===== config.mk =====
export PLATFORM = sky130hd
export DESIGN_NAME = instruction_assembly_register
export DESIGN_NICKNAME = d
export VERILOG_FILES = /design/src/rtl/ir_pkg.sv /design/src/rtl/ir_assembly_buffer.sv /design/src/rtl/instruction_assembly_register.sv
export SDC_FILE = /design/constraint.sdc
export NUM_CORES = 1
export LEC_CHECK = 0
export CELL_PAD_IN_SITES_DETAIL_PLACEMENT = 1
export CELL_PAD_IN_SITES_GLOBAL_PLACEMENT = 1
export CORE_MARGIN = 5
export CORE_UTILIZATION = 33
export CTS_CLUSTER_DIAMETER = 200
export DETAILED_ROUTE_END_ITERATION = 6
export GPL_TIMING_DRIVEN = 0
export PLACE_DENSITY = 0.81
export SLEW_MARGIN = 0
export SYNTH_ARGS = -nofsm -noshare
export SYNTH_HDL_FRONTEND = slang
export SYNTH_SLANG_ARGS = --single-unit

===== constraint.sdc =====
create_clock -name Clock -period 3.6 [get_ports Clock]
set_input_delay 0.72 -clock Clock [delete_from_list [all_inputs] [get_ports Clock]]
set_output_delay 0.72 -clock Clock [all_outputs]
set_load 0.02 [all_outputs]

===== src/rtl/ir_pkg.sv =====
// Shared types and helpers for the instruction assembly register.
// Provides the FILL/HOLD state type, the beat-to-lane mapping and the
// width sanity check used at elaboration by the top module.
package ir_pkg;

  typedef enum logic [0:0] {
    FILL = 1'b0,
    HOLD = 1'b1
  } ir_state_t;

  // Lane that beat number 'beat' lands in; MSB-first mirrors the order.
  function automatic int ir_lane(input int beat, input int nb, input bit msb_first);
    if (msb_first) begin
      return nb - 1 - beat;
    end else begin
      return beat;
    end
  endfunction

  // Instruction must be a whole number (at least two) of beats.
  function automatic bit ir_width_ok(input int iw, input int bw);
    return (bw > 0) && ((iw % bw) == 0) && ((iw / bw) >= 2);
  endfunction

endpackage


===== src/rtl/ir_assembly_buffer.sv =====
// Holding buffer for the first NB-1 beats of an instruction while the
// previous instruction is still waiting in the output register. Beats are
// stored in arrival order; lane mirroring happens when the word is composed.
module ir_assembly_buffer #(
  parameter int BW = 8,
  parameter int NB = 2,
  parameter int CW = 2
) (
  input  logic                   clk,
  input  logic                   rst,
  input  logic                   clr,
  input  logic                   we,
  input  logic [CW-1:0]          idx,
  input  logic [BW-1:0]          d,
  output logic [(NB-1)*BW-1:0]   beats
);

  // Capture one beat at its arrival slot; clear drops any partial word.
  always_ff @(posedge clk or posedge rst) begin
    if (rst) begin
      beats <= '0;
    end else if (clr) begin
      beats <= '0;
    end else if (we && (int'(idx) < NB - 1)) begin
      beats[int'(idx)*BW +: BW] <= d;
    end else begin
      beats <= beats;
    end
  end

endmodule


===== src/rtl/instruction_assembly_register.sv =====
// Instruction register assembling an IW-bit word from NB successive BW-bit
// beats, with valid/ready on both sides and a flush for control-flow changes.
// Optional feature macro: IR_SKID_EN -- adds an (NB-1)-beat assembly buffer
// so the next instruction can fill while the current one is held, giving one
// instruction per NB cycles instead of NB+1.
module instruction_assembly_register
  import ir_pkg::*;
#(
  parameter  int IW        = 16,
  parameter  int BW        = 8,
  parameter  int MSB_FIRST = 0,
  localparam int NB        = IW / BW,
  localparam int CW        = $clog2(NB + 1)
) (
  input  logic          Clock,
  input  logic          Reset,
  input  logic [BW-1:0] I,
  input  logic          InValid,
  output logic          InReady,
  input  logic          Flush,
  output logic [IW-1:0] IROut,
  output logic          OutValid,
  input  logic          OutReady,
  output logic [CW-1:0] BeatCount
);

  if (!ir_width_ok(IW, BW)) begin : g_bad_width
    $error("instruction_assembly_register: IW must be a multiple (>=2) of BW");
  end

  localparam logic [CW-1:0] LAST_IDX = CW'(NB - 1);
  localparam bit            MIRROR   = (MSB_FIRST != 0);

  ir_state_t     state;
  ir_state_t     state_next;
  logic [CW-1:0] count;
  logic [CW-1:0] count_next;
  logic [IW-1:0] ir_next;
  logic          last;
  logic          accept;
  logic          complete;
  logic          consume;
  logic          load;

  assign OutValid  = (state == HOLD);
  assign BeatCount = count;
  assign last      = (count == LAST_IDX);
  assign consume   = OutValid && OutReady;
  assign accept    = InValid && InReady && !Flush;
  assign complete  = accept && last;

`ifdef IR_SKID_EN
  logic [(NB-1)*BW-1:0] beats;

  // Only a held word that will not be consumed blocks the final beat.
  assign InReady = !(OutValid && !OutReady && last);
  assign load    = complete;

  ir_assembly_buffer #(
    .BW(BW),
    .NB(NB),
    .CW(CW)
  ) u_buf (
    .clk  (Clock),
    .rst  (Reset),
    .clr  (Flush),
    .we   (accept && !last),
    .idx  (count),
    .d    (I),
    .beats(beats)
  );

  // Full word from buffered beats plus the final beat written straight through.
  always_comb begin
    ir_next = '0;
    for (int k = 0; k < NB - 1; k++) begin
      ir_next[ir_lane(k, NB, MIRROR)*BW +: BW] = beats[k*BW +: BW];
    end
    ir_next[ir_lane(NB - 1, NB, MIRROR)*BW +: BW] = I;
  end
`else
  // No buffering: the output register is the assembly area.
  assign InReady = !OutValid;
  assign load    = accept;

  // Replace only the lane addressed by the current beat.
  always_comb begin
    ir_next = IROut;
    ir_next[ir_lane(int'(count), NB, MIRROR)*BW +: BW] = I;
  end
`endif

  // Next-state and beat counter; flush overrides beats and consumption.
  always_comb begin
    state_next = state;
    count_next = count;
    if (Flush) begin
      state_next = FILL;
      count_next = '0;
    end else begin
      if (accept) begin
        count_next = last ? '0 : (count + CW'(1));
      end else begin
        count_next = count;
      end
      case (state)
        FILL: begin
          if (complete) begin
            state_next = HOLD;
          end else begin
            state_next = FILL;
          end
        end
        HOLD: begin
          if (complete) begin
            state_next = HOLD;
          end else if (consume) begin
            state_next = FILL;
          end else begin
            state_next = HOLD;
          end
        end
        default: state_next = FILL;
      endcase
    end
  end

  // State, counter and output register with asynchronous reset.
  always_ff @(posedge Clock or posedge Reset) begin
    if (Reset) begin
      state <= FILL;
      count <= '0;
      IROut <= '0;
    end else begin
      state <= state_next;
      count <= count_next;
      if (load) begin
        IROut <= ir_next;
      end
    end
  end

endmodule

==> results.toml <==
[timing]
max_slew_margin_pct = 50.5
clock_skew_ps = 1.03
rsz0062_at_grt = "no"
setup_slack_ps = 1390
min_period_over_period_pct = 61.3
worst_slew_pin_slew_ps = 742
hold_viol = 0
number_of_slew_limit_violations_in_the_final_report = 0
final-setup-viol-count = 0
max_freq_ghz = 0.453
timing.setup.tns_ps = 0
layout_min_cycle_time_ps = 2210

[setup_path]
critical_path.cell_chain = "clkdlybuf4s50_1"
reg2regPathDepth = 5
regToRegSetupSlack_ps = 1940
crit_path_max_fanout = 7
worstPathArrival_ps = 1490
delay_of_the_slowest_cell_on_the_worst_path_ps = 670
critical_path.n_buffers_inverters = 1
worstReg2RegEnd = "IROut[1]"
path_delay_family = "buffers and inverters"
path_depth = 1
critical_path_startpoint_category = "flop"
r2r_start = "BeatCount[0]"
timing.critical_path.required_ps = 2880
crit_path_top_delay_cell = "clkdlybuf4s50_1"
crit_start = "BeatCount[0]"
cp-end-kind = "primary output"
setup.worst_path.class = "reg -> out"

[yosys]
synth.top_cells.by_area = "dfrtp_1, nand2_1, o21ai_1"
synth-warning-count = 0
yosysTopAreaCell = "dfrtp_1"
synth_async_sr_flop_share_pct = 100
yosys-top-cells-count = "nand2_1, dfrtp_1, o21ai_1"
synth_top_flop_cell = "dfrtp_1"
postSynthNetCount = 107
synth_sequential_area_ratio_pct = 52.7
synth_most_common_cell = "nand2_1"
syn-mean-instance-area_um2 = 10.0
netlist.area_leader.share_pct = 52.7
synth_cell_type_count = 16
synth_seq_cells = 19
synth_area_um2 = 902
syn-instance-count = 90
synth_enable_flop_cells = 0

[detailed_routing]
routed_via_density = 4.87
route.detailed.drc = 0
iteration_0_drc_count_of_the_detailed_router = 8
drt_pre_antenna_iters = 2
residual_antenna_violating_net_count_after_detailed_routing = 0
wl_final_um = 2320
routedWlPerCell_um = 14.8
number_of_vias_after_detailed_routing = 765

[place]
place_ws_ps = 1570
globalplace.congestion = 0.738
placedCellCount = 153
place_hpwl_um = 1820
port_buffers = 32

[layout]
fillers = 323
layout-area-overhead-vs-synth_pct = 42.7
antenna-diode-count = 0
instances_no_fill = 157
share_of_post_route_cells_with_drive_strength_above_1_pct = 8.73
design.final.nets = 144

[min_path]
whs_endpoint = "IROut[9]"
min_path_type = "reg -> reg"
min_delay_path_depth = 2
hp-start = "IROut[9]"

[cts]
number_of_buffers_inserted_for_hold_repair_after_clock_tree_synthesis = 0
cts_max_level = 1
worstSkewPairLatency_ps = 290
clock-root-buffer = "clkbuf_4"
number_of_buffers_between_clock_root_and_the_deepest_sink = 2
post_cts.repair.setup_buffers = 0
cts_tree = "done"
cts.sinks = 19
cts_resized = 0
worst_setup_hold_path_clk_slew_ps = 110
cts_buffers = 3

[power_and_ir_drop]
leakagePower_uw = 0.000550
power_per_cell_area_mw_per_mm2 = 401
irDropWorstVdd_v = 0.000198

[flow_run]
max_cap_violations = 0

[grt]
grt_pass1_wl_um = 4000
gr-usage-all-layers_pct = 12.4
maximum_number_of_pins_on_one_net_before_global_route_repair = 20
global_route.overflow_total = 0
number_of_global_route_vias_before_repair = 857
antenna_found_initial = 0

[run_status]
status = "completed"

[die]
area_of_the_core_mm2 = 0.00269
placement_rows = 19
die_area_mm2 = 0.00388
io-pin-count = 33
floorplan.die.height_um = 62.3
initial_utilization_pct = 33.6
floorplan.die.width_um = 62.3
[layout make-up]
type                            instances  area, µm²  area share (%)
Sequential cell                        19        475            36.9
Multi-Input combinational cell         63        370            28.8
Timing Repair Buffer                   32        320            24.9
Buffer                                  4       41.3            3.21
Tap cell                               31       38.8            3.01
Clock buffer                            4       26.3            2.04
Inverter                                4       15.0            1.17
[per-stage QoR]
step / cell area, µm² / util (%) / power, µW / hold slack [ps]
after CTS: 1290 / 47.9 / 525 / 502
after floorplan: 902 / - / 336 / 586
after global placement: 1260 / 46.9 / 410 / 461
after detailed placement: 1260 / 46.9 / 416 / 477
final: 1290 / 47.9 / 516 / 491
after global routing: 1290 / 47.9 / 546 / 531
[power breakdown]
group	leakage [µW]	internal, µW	switching [µW]
clock	0.0000150	43.1	65.0
sequential	0.000257	236	15.1
combinational	0.000278	76.8	80.3
[sequential cells by signal, indices dropped and copies added (netlist names)]
signal	flops
IROut	16
BeatCount	2
OutValid	1
[cells in the final DEF (no fill, tap or decap)]
master / netlist / layout
nand4bb_4: 1 / 1
nor3b_4: 1 / 1
inv_1: 4 / 4
and3b_1: 1 / 1
nor2_1: 3 / 3
o21ai_2: 2 / 2
o21ai_1: 14 / 14
ha_1: 4 / 4
clkbuf_1: 0 / 1
dfrtp_1: 19 / 19
clkbuf_4: 0 / 3
clkdlybuf4s50_1: 0 / 32
buf_6: 3 / 3
o31ai_1: 1 / 1
nand4bb_1: 1 / 1
buf_4: 1 / 1
nand2_1: 32 / 32
mux2i_1: 2 / 2
and2b_1: 1 / 1
[metal layers]
layer	vias up	track usage, %	wire length, µm
li1	363	-	-
met1	372	15.6	1030
met2	28	19.9	1110
met3	2	4.50	162
met4	0	3.18	13
met5	-	0	0
[logic make-up (layout without fill, tap and decap cells)]
family                   count (synthesis)  in the layout  share of synthesized area, %
buffers and inverters                    8             44                          6.24
multiplexers                             2              2                          2.22
AO/OA/AOI/OAI                           17             17                          10.5
adder cells (fa/ha/maj)                  4              4                          5.55
AND/OR/NAND/NOR                         40             40                          22.7
flip-flops                              19             19                          52.7
[how the worst max path moves through the flow]
stage                   endpoint  slack [ps]
CTS                 BeatCount[0]        1370
global route        BeatCount[0]        1320
global placement       IROut[13]        1640
floorplan               IROut[2]        2040
detailed placement      IROut[8]        1570
finish              BeatCount[0]        1390
[worst register-to-register path: cells and delay by family, from the launching register on]
family	cells	cell delay [ps]
AND/OR/NAND/NOR	2	450
adder cells (fa/ha/maj)	1	360
flip-flops	1	520
buffers and inverters	1	140
AO/OA/AOI/OAI	1	130
No activity file was read; power rests on OpenSTA's default activity.
